$ cat src/rtl/lsu.sv
// RV32I load/store unit: one outstanding word-aligned data-memory access.
// It extends load data and reports misaligned, illegal-funct3 and timeout errors.
module lsu #(
  parameter int unsigned TIMEOUT = 255
) (
  input  logic        clk,
  input  logic        rst,
  input  logic        req_valid,
  output logic        req_ready,
  input  logic [31:0] req_addr,
  input  logic [31:0] req_wdata,
  input  logic        req_we,
  input  logic [2:0]  req_funct3,
  output logic        resp_valid,
  output logic [31:0] resp_rdata,
  output logic        resp_misaligned,
  output logic        resp_illegal,
  output logic        resp_buserr,
  output logic        mem_req,
  output logic        mem_we,
  output logic [31:0] mem_addr,
  output logic [3:0]  mem_be,
  output logic [31:0] mem_wdata,
  input  logic        mem_gnt,
  input  logic        mem_rvalid,
  input  logic [31:0] mem_rdata
);

  typedef enum logic [1:0] {IDLE, REQ, WAIT, RESP} state_t;

  localparam logic [10:0] TimeoutLim = 11'(TIMEOUT);

  state_t      state_q;
  logic        req_ready_q;
  logic        resp_valid_q, resp_mis_q, resp_ill_q, resp_berr_q;
  logic [31:0] resp_rdata_q;
  logic        mem_req_q, mem_we_q;
  logic [31:0] mem_addr_q, mem_wdata_q;
  logic [3:0]  mem_be_q;
  logic [1:0]  addr_q;
  logic [2:0]  funct3_q;
  logic [9:0]  cnt_q;

  logic        illegal_d, misaligned_d, timeout_d;
  logic [3:0]  be_d;
  logic [31:0] wdata_d, ld_data_d;
  logic [10:0] cnt_d;
  logic [7:0]  ld_byte;
  logic [15:0] ld_half;

  always_comb begin
    illegal_d    = req_we ? (req_funct3[2] || req_funct3 == 3'b011)
                          : (req_funct3 == 3'b011 || req_funct3 == 3'b110 || req_funct3 == 3'b111);
    misaligned_d = (req_funct3[1:0] == 2'b01 && req_addr[0]) ||
                   (req_funct3[1:0] == 2'b10 && req_addr[1:0] != 2'b00);
    case (req_funct3[1:0])
      2'b00:   begin be_d = 4'b0001 << req_addr[1:0];        wdata_d = {4{req_wdata[7:0]}};  end
      2'b01:   begin be_d = 4'b0011 << {req_addr[1], 1'b0}; wdata_d = {2{req_wdata[15:0]}}; end
      default: begin be_d = 4'b1111;                         wdata_d = req_wdata;            end
    endcase
  end

  // Lane selection uses the latched address; mem_rdata is the full aligned word.
  always_comb begin
    ld_byte = mem_rdata[{addr_q, 3'b000} +: 8];
    ld_half = addr_q[1] ? mem_rdata[31:16] : mem_rdata[15:0];
    case (funct3_q)
      3'b000:  ld_data_d = {{24{ld_byte[7]}}, ld_byte};
      3'b100:  ld_data_d = {24'b0, ld_byte};
      3'b001:  ld_data_d = {{16{ld_half[15]}}, ld_half};
      3'b101:  ld_data_d = {16'b0, ld_half};
      default: ld_data_d = mem_rdata;
    endcase
  end

  // cnt_d is the number of REQ/WAIT cycles including the current one.
  assign cnt_d     = {1'b0, cnt_q} + 11'd1;
  assign timeout_d = (TIMEOUT != 0) && (cnt_d == TimeoutLim);

  always_ff @(posedge clk) begin
    if (rst) begin
      state_q      <= IDLE;
      req_ready_q  <= 1'b1;
      resp_valid_q <= 1'b0;
      resp_mis_q   <= 1'b0;
      resp_ill_q   <= 1'b0;
      resp_berr_q  <= 1'b0;
      resp_rdata_q <= '0;
      mem_req_q    <= 1'b0;
      mem_we_q     <= 1'b0;
      mem_addr_q   <= '0;
      mem_be_q     <= '0;
      mem_wdata_q  <= '0;
      addr_q       <= '0;
      funct3_q     <= '0;
      cnt_q        <= '0;
    end else begin
      case (state_q)
        IDLE: begin
          cnt_q <= '0;
          if (req_valid) begin
            addr_q      <= req_addr[1:0];
            funct3_q    <= req_funct3;
            req_ready_q <= 1'b0;
            if (illegal_d || misaligned_d) begin
              state_q      <= RESP;
              resp_valid_q <= 1'b1;
              resp_ill_q   <= illegal_d;
              resp_mis_q   <= !illegal_d;
            end else begin
              state_q     <= REQ;
              mem_req_q   <= 1'b1;
              mem_we_q    <= req_we;
              mem_addr_q  <= {req_addr[31:2], 2'b00};
              mem_be_q    <= be_d;
              mem_wdata_q <= req_we ? wdata_d : 32'b0;
            end
          end
        end
        REQ: begin
          cnt_q <= cnt_d[9:0];
          if (mem_gnt || timeout_d) begin
            mem_req_q   <= 1'b0;
            mem_we_q    <= 1'b0;
            mem_addr_q  <= '0;
            mem_be_q    <= '0;
            mem_wdata_q <= '0;
          end
          // A grant in the timeout cycle still wins.
          if (mem_gnt) begin
            if (mem_we_q) begin
              state_q      <= RESP;
              resp_valid_q <= 1'b1;
            end else begin
              state_q <= WAIT;
            end
          end else if (timeout_d) begin
            state_q      <= RESP;
            resp_valid_q <= 1'b1;
            resp_berr_q  <= 1'b1;
          end
        end
        WAIT: begin
          cnt_q <= cnt_d[9:0];
          if (mem_rvalid) begin
            state_q      <= RESP;
            resp_valid_q <= 1'b1;
            resp_rdata_q <= ld_data_d;
          end else if (timeout_d) begin
            state_q      <= RESP;
            resp_valid_q <= 1'b1;
            resp_berr_q  <= 1'b1;
          end
        end
        default: begin
          state_q      <= IDLE;
          req_ready_q  <= 1'b1;
          resp_valid_q <= 1'b0;
          resp_mis_q   <= 1'b0;
          resp_ill_q   <= 1'b0;
          resp_berr_q  <= 1'b0;
          resp_rdata_q <= '0;
        end
      endcase
    end
  end

  assign req_ready       = req_ready_q;
  assign resp_valid      = resp_valid_q;
  assign resp_rdata      = resp_rdata_q;
  assign resp_misaligned = resp_mis_q;
  assign resp_illegal    = resp_ill_q;
  assign resp_buserr     = resp_berr_q;
  assign mem_req         = mem_req_q;
  assign mem_we          = mem_we_q;
  assign mem_addr        = mem_addr_q;
  assign mem_be          = mem_be_q;
  assign mem_wdata       = mem_wdata_q;

endmodule

$ cat config.mk
export PLATFORM = sky130hd
export DESIGN_NAME = lsu
export DESIGN_NICKNAME = d
export VERILOG_FILES = /design/src/rtl/lsu.sv
export SDC_FILE = /design/constraint.sdc
export NUM_CORES = 1
export LEC_CHECK = 0
export CAP_MARGIN = 20
export CORE_MARGIN = 4
export CORE_UTILIZATION = 50
export CTS_CLUSTER_DIAMETER = 80
export DETAILED_ROUTE_END_ITERATION = 10
export GPL_TIMING_DRIVEN = 0
export MAX_ROUTING_LAYER = met4
export PLACE_DENSITY = 0.92
export RECOVER_POWER = 25
export SKIP_LAST_GASP = 1
export SLEW_MARGIN = 20
export SYNTH_ARGS = -nofsm -noshare
export SYNTH_HDL_FRONTEND = slang
export SYNTH_SLANG_ARGS = --single-unit
$ cat constraint.sdc
create_clock -name clk -period 6.36 [get_ports clk]
set_input_delay 1.272 -clock clk [delete_from_list [all_inputs] [get_ports clk]]
set_output_delay 1.272 -clock clk [all_outputs]
set_load 0.02 [all_outputs]
Word level (Yosys, flattened, before mapping)
Cells that the tools add are included.
{ "word_totals": {"elab_cells": 118, "regBits": 124} }
{ "classes": {"n_eq_ne": 19, "reduce_logical": 24, "n_bitwise": 3, "shift": 3, "mux": 53, "addsub": 1} }
{ "ops": {"columns": ["cell", "count"], "rows": [
  ["$pmux 32 s2", 4],
  ["$mux 32", 7],
  ["$pmux 32 s4", 1],
  ["$shiftx 32x6->8", 1],
  ["$mux 1", 21],
  ["$pmux 10 s2", 1],
  ["$mux 16", 1],
  ["$pmux 4 s2", 2],
  ["$ne 2x2->1 const B", 7],
  ["$eq 3x3->1 const B", 4],
  ["$mux 4", 3],
  ["$add 10x1->11 const B", 1],
  ["$eq 11x8->1 const B", 1],
  ["$mux 2", 5],
  ["$pmux 1 s2", 5],
  ["$reduce_and 3->1", 3],
  ["$logic_or 1x1->1", 6],
  ["$pmux 1 s3", 2],
  ["$pmux 2 s3", 1],
  ["$reduce_and 2->1", 3],
  ["$reduce_bool 2->1", 3],
  ["$eq 2x1->1 const B", 2],
  ["$eq 2x2->1 const B", 2],
  ["$logic_not 2->1", 2],
  ["11 further kinds", 15]
]} }

Logic depth before layout (Yosys ltp)
{ "depth": {"word_depth": 8, "depth_mapped": 9, "depth_no_buf": 6} }

Least setup slack after synthesis
Ideal clock, no wire load.
{ "synth_timing": {"kind": "input-to-reg", "start": "input port req_funct3[0]", "end": "register state_q[1]", "t_required_ns": 6.243, "setup_time_ns": 0.117, "path_slack_ns": 3.475, "stages": 6, "arrival_time_ns": 2.769, "cell_sequence": "buf_6 > or4_4 > buf_6 > a31o_1 > or4_1 > o22a_1"} }
{ "synth_between": {"elab_chain_cells": 8, "elab_cells_between_ends": 16, "classes_between": "5 x eq/ne; 4 x mux; 7 x reduce/logical"} }
{ "synth_rtl": {"columns": ["item", "line", "text"], "rows": [
  ["from (decl)", "13", "input logic [2:0] req_funct3,"],
  ["$eq 3x2->1 or $eq 3x3->1 (tied branches)", "52, 53", null],
  ["$logic_or 1x1->1 (2 in a row)", "53", ": (req_funct3 == 3'b011 || req_funct3 == 3'b110 || req_funct3 == 3'b111);"],
  ["$mux 1", "52", "illegal_d = req_we ? (req_funct3[2] || req_funct3 == 3'b011)"],
  ["$logic_or 1x1->1 (*)", "105", "if (illegal_d || misaligned_d) begin"],
  ["$mux 2 (*)", "105", null],
  ["$mux 2 (*)", "101", "if (req_valid) begin"],
  ["$pmux 2 s3 (*)", "98", "case (state_q)"],
  ["to (signal assigned)", "106", "state_q <= RESP;"],
  ["to (signal assigned)", "111", "state_q <= REQ;"],
  ["to (signal assigned)", "132", "state_q <= RESP;"],
  ["to (decl)", "33", "state_t state_q;"]
]} }
Mark *: on every way between the ends. The rest lies on a longest branch, timed or not. The select of a mux whose other input is x is not followed.
A chain may end at the register's enable or synchronous reset.

==> flow_metrics.py <==
metrics = {
    "pwr": {
        "power_switching_uw": 942.6,
        "leakage_uw": 0.003377,
        "power_density_nw_per_um2": 305.5,
        "peakVddDrop_mv": 0.1938,
        "clockPowerShare_pct": 35.8,
        "seqPwrFrac_pct": 32.8,
        "power_frac_comb_pct": 31.4,
        "intPower_uw": 1838,
        "p_sw_share_pct": 33.90,
    },
    "sta": {
        "fin_crit_sh_pct": 50.69,
        "period_minus_slack_ps": 3224,
        "timing.fmax_mhz": 310.2,
        "final-hold-violation-count": 0,
        "fin_tns_setup_ps": 0,
        "clock_skew_ps": 10.78,
        "relSlewSlack_pct": -9.684,
        "maxSlewViolCount": 9,
        "layout_setup_ws_ps": 3136,
        "rsz0062_at_grt": "no",
        "worst_slew_pin_slew_ps": 1630,
        "finalSetupViolations": 0,
    },
    "yosys": {
        "syn-instance-count": 710,
        "synth_cell_types": 60,
        "synth_commonest_cells": "dfxtp_1 (122), nand3_1 (87), a32oi_1 (58)",
        "ys_seq_area_share_pct": 39.24,
        "synth_top_area_share_pct": 39.24,
        "ys_ff_latch": 122,
        "yosys-top-cells-area": "dfxtp_1 (39%), a32oi_1 (8.2%), nand3_1 (7.0%)",
        "synth_compound_area_share_pct": 28.37,
        "synthSimpleGateAreaFrac_pct": 16.16,
        "synth_adder_area_share_pct": 1.407,
        "yosysMostFrequentCell": "dfxtp_1",
        "yosysWarnings": 0,
        "synth-xor-area-share_pct": 0.4222,
        "synth_area_per_cell_um2": 8.765,
        "synth_top_family_by_area": "compound AO/OA/AOI/OAI gates",
        "synthMuxAreaShare_pct": 7.780,
        "synth_edf_count": 0,
        "synth_top_cell_by_area": "dfxtp_1",
        "ys.flop_type": "dfxtp_1",
        "async_flop_share_pct": 0,
        "synthesis.area_um2": 6223,
    },
    "drt": {
        "wl_per_cell_um": 20.72,
        "remaining_drc_errors": 0,
        "vias": 7085,
        "dr.pass1.iters": 8,
        "via_per_inst": 6.337,
        "detail-route-antenna-nets": 0,
        "drt_iter0_drc": 878,
        "drt-total-wl_um": 23170,
    },
    "floorplanning": {
        "boundaryPins": 212,
        "core_area_um2": 12110,
        "row_count": 40,
        "die_w_um": 119.6,
        "initial_utilization_pct": 51.38,
        "dieHeight_um": 119.6,
        "dieArea_um2": 14300,
    },
    "status": {
        "status": "finished, violations left",
        "violations": "capacitance limit, slew limit",
    },
    "global_route": {
        "grt_max_degree": 17,
        "gr-total-overflow": 0,
        "antenna_found_initial": 2,
        "track_usage_pct": 32.40,
        "grt_pass1_vias": 6928,
        "grt_first_pass_wirelength_um": 36130,
    },
    "clock_tree": {
        "root_buffer": "clkbuf_16",
        "cts_tree": "built",
        "post_cts_resize_count": 0,
        "clk_latency_ps": 430,
        "htree_num_levels": 4,
        "cts_buffers": 17,
        "cts.clk_slew.worst_paths_ps": 50,
        "cts_hold_buf": 0,
        "cts_setup_buffers": 0,
        "clock_sinks": 122,
        "cts.path.max_buffers": 2,
    },
    "job": {
        "drv_cap": 1,
    },
    "cells_and_area": {
        "final_util_pct": 75.16,
        "layout.cell_area.non_filler_um2": 9102,
        "area_delta_synth_final_pct": 46.26,
        "final_nets": 1049,
        "drive_gt1_share_pct": 8.966,
    },
    "worst_setup_path": {
        "startpoint_type": "primary input",
        "endpoint_kind": "flop",
        "cp.required_ps": 6670,
        "crit_type": "in -> reg",
        "cp_max_fo": 10,
        "arrival_ps": 3530,
    },
    "place": {
        "dpl_cell_area_um2": 8509,
        "place_ws_ps": 2815,
        "numPortBuffers": 207,
        "hpwlAfterDp_um": 15660,
        "gp_congestion": 0.9490,
    },
    "hold_path": {
        "hold_class": "reg -> reg",
    },
}
## through the flow
| step | instances | hold WS (ps) | power [µW] |
|---|---|---|---|
| after detailed placement | 1086 | 442.6 | 1767 |
| after global placement | 1086 | 435.4 | 1750 |
| after CTS | 1116 | 452.1 | 2767 |
| after global routing | 1118 | 471.4 | 2892 |
| after floorplan | 711 | 465.6 | 1422 |
| final | 1118 | 448.9 | 2781 |
## critical path: stages
cell and delay [ps]:
dlygate4sd3_1 700, clkinv_1 300, nand2_1 450, nor2_1 230, buf_2 250, a221o_1 320
## cell usage in the layout (no fill, tap or decap), types with 10 or more instances in the layout
cell	netlist	routed
nor2_1	20	20
nand3_1	87	87
dfxtp_1	122	122
nand2_1	48	48
clkbuf_16	0	17
o21ai_1	32	32
clkdlybuf4s50_1	0	166
o21ai_0	45	45
a32oi_1	58	58
o211ai_1	10	10
a221oi_1	10	10
nand2b_1	12	12
a21o_1	13	13
a221o_1	17	17
inv_1	16	16
clkbuf_1	50	53
a21oi_1	29	29
dlygate4sd3_1	0	41
mux2_2	31	31
## state kept, by name (all words and copies together) (netlist names)
signal,count
addr_q,2
cnt_q,10
funct3_q,3
mem_addr,30
mem_be,4
mem_req,1
mem_wdata,32
mem_we,1
req_ready,1
resp_buserr,1
resp_illegal,1
resp_misaligned,1
resp_rdata,32
resp_valid,1
state_q,2
## power by group through the flow
| stage | logic (µW) | registers, µW | clock network [µW] |
|---|---|---|---|
| 5_1_grt | 938 | 920 | 1030 |
| 3_5_place_dp | 844 | 923 | 0 |
| 6_report | 874 | 911 | 995 |
| 3_3_place_gp | 831 | 920 | 0 |
| 2_1_floorplan | 439 | 983 | 0 |
| 4_1_cts | 859 | 909 | 999 |
## cells by family after synthesis
group                    after synthesis
adder cells (fa/ha/maj)                7
XOR/XNOR                               3
AO/OA/AOI/OAI                        247
other                                  1
multiplexers                          42
buffers and inverters                 91
AND/OR/NAND/NOR                      197
flip-flops                           122
## metal layers
metal  track usage (%)  part of all wire (%)  vias up
li1                  -                     -     3179
met5                 -                     0        -
met2             53.00                    48      508
met1             37.50                    38     3337
met3             9.095                    10       61
met4             13.74                   2.9        0
## path summary, 6_finish.rpt
check                                    from             end  slack, ps  cells past startpoint
worst max-delay path                      rst  resp_rdata[29]       3140                      6
worst min-delay path            resp_rdata[9]   resp_rdata[9]        450                      1
worst max register to register       cnt_q[0]   mem_wdata[17]       3190                      6
worst min register to register  resp_rdata[9]   resp_rdata[9]        450                      1
## final cells by class
cell class / instances / area (µm²)
antenna: 2 / 5.005
buffer: 73 / 340.3
clock buffer: 23 / 488.0
clock inverter: 7 / 115.1
fill: 838 / 3009
inverter: 18 / 67.56
multi-input combinational: 498 / 3362
sequential: 122 / 2442
tap: 168 / 210.2
timing repair buffer: 207 / 2072
No activity file was read; power rests on OpenSTA's default activity.
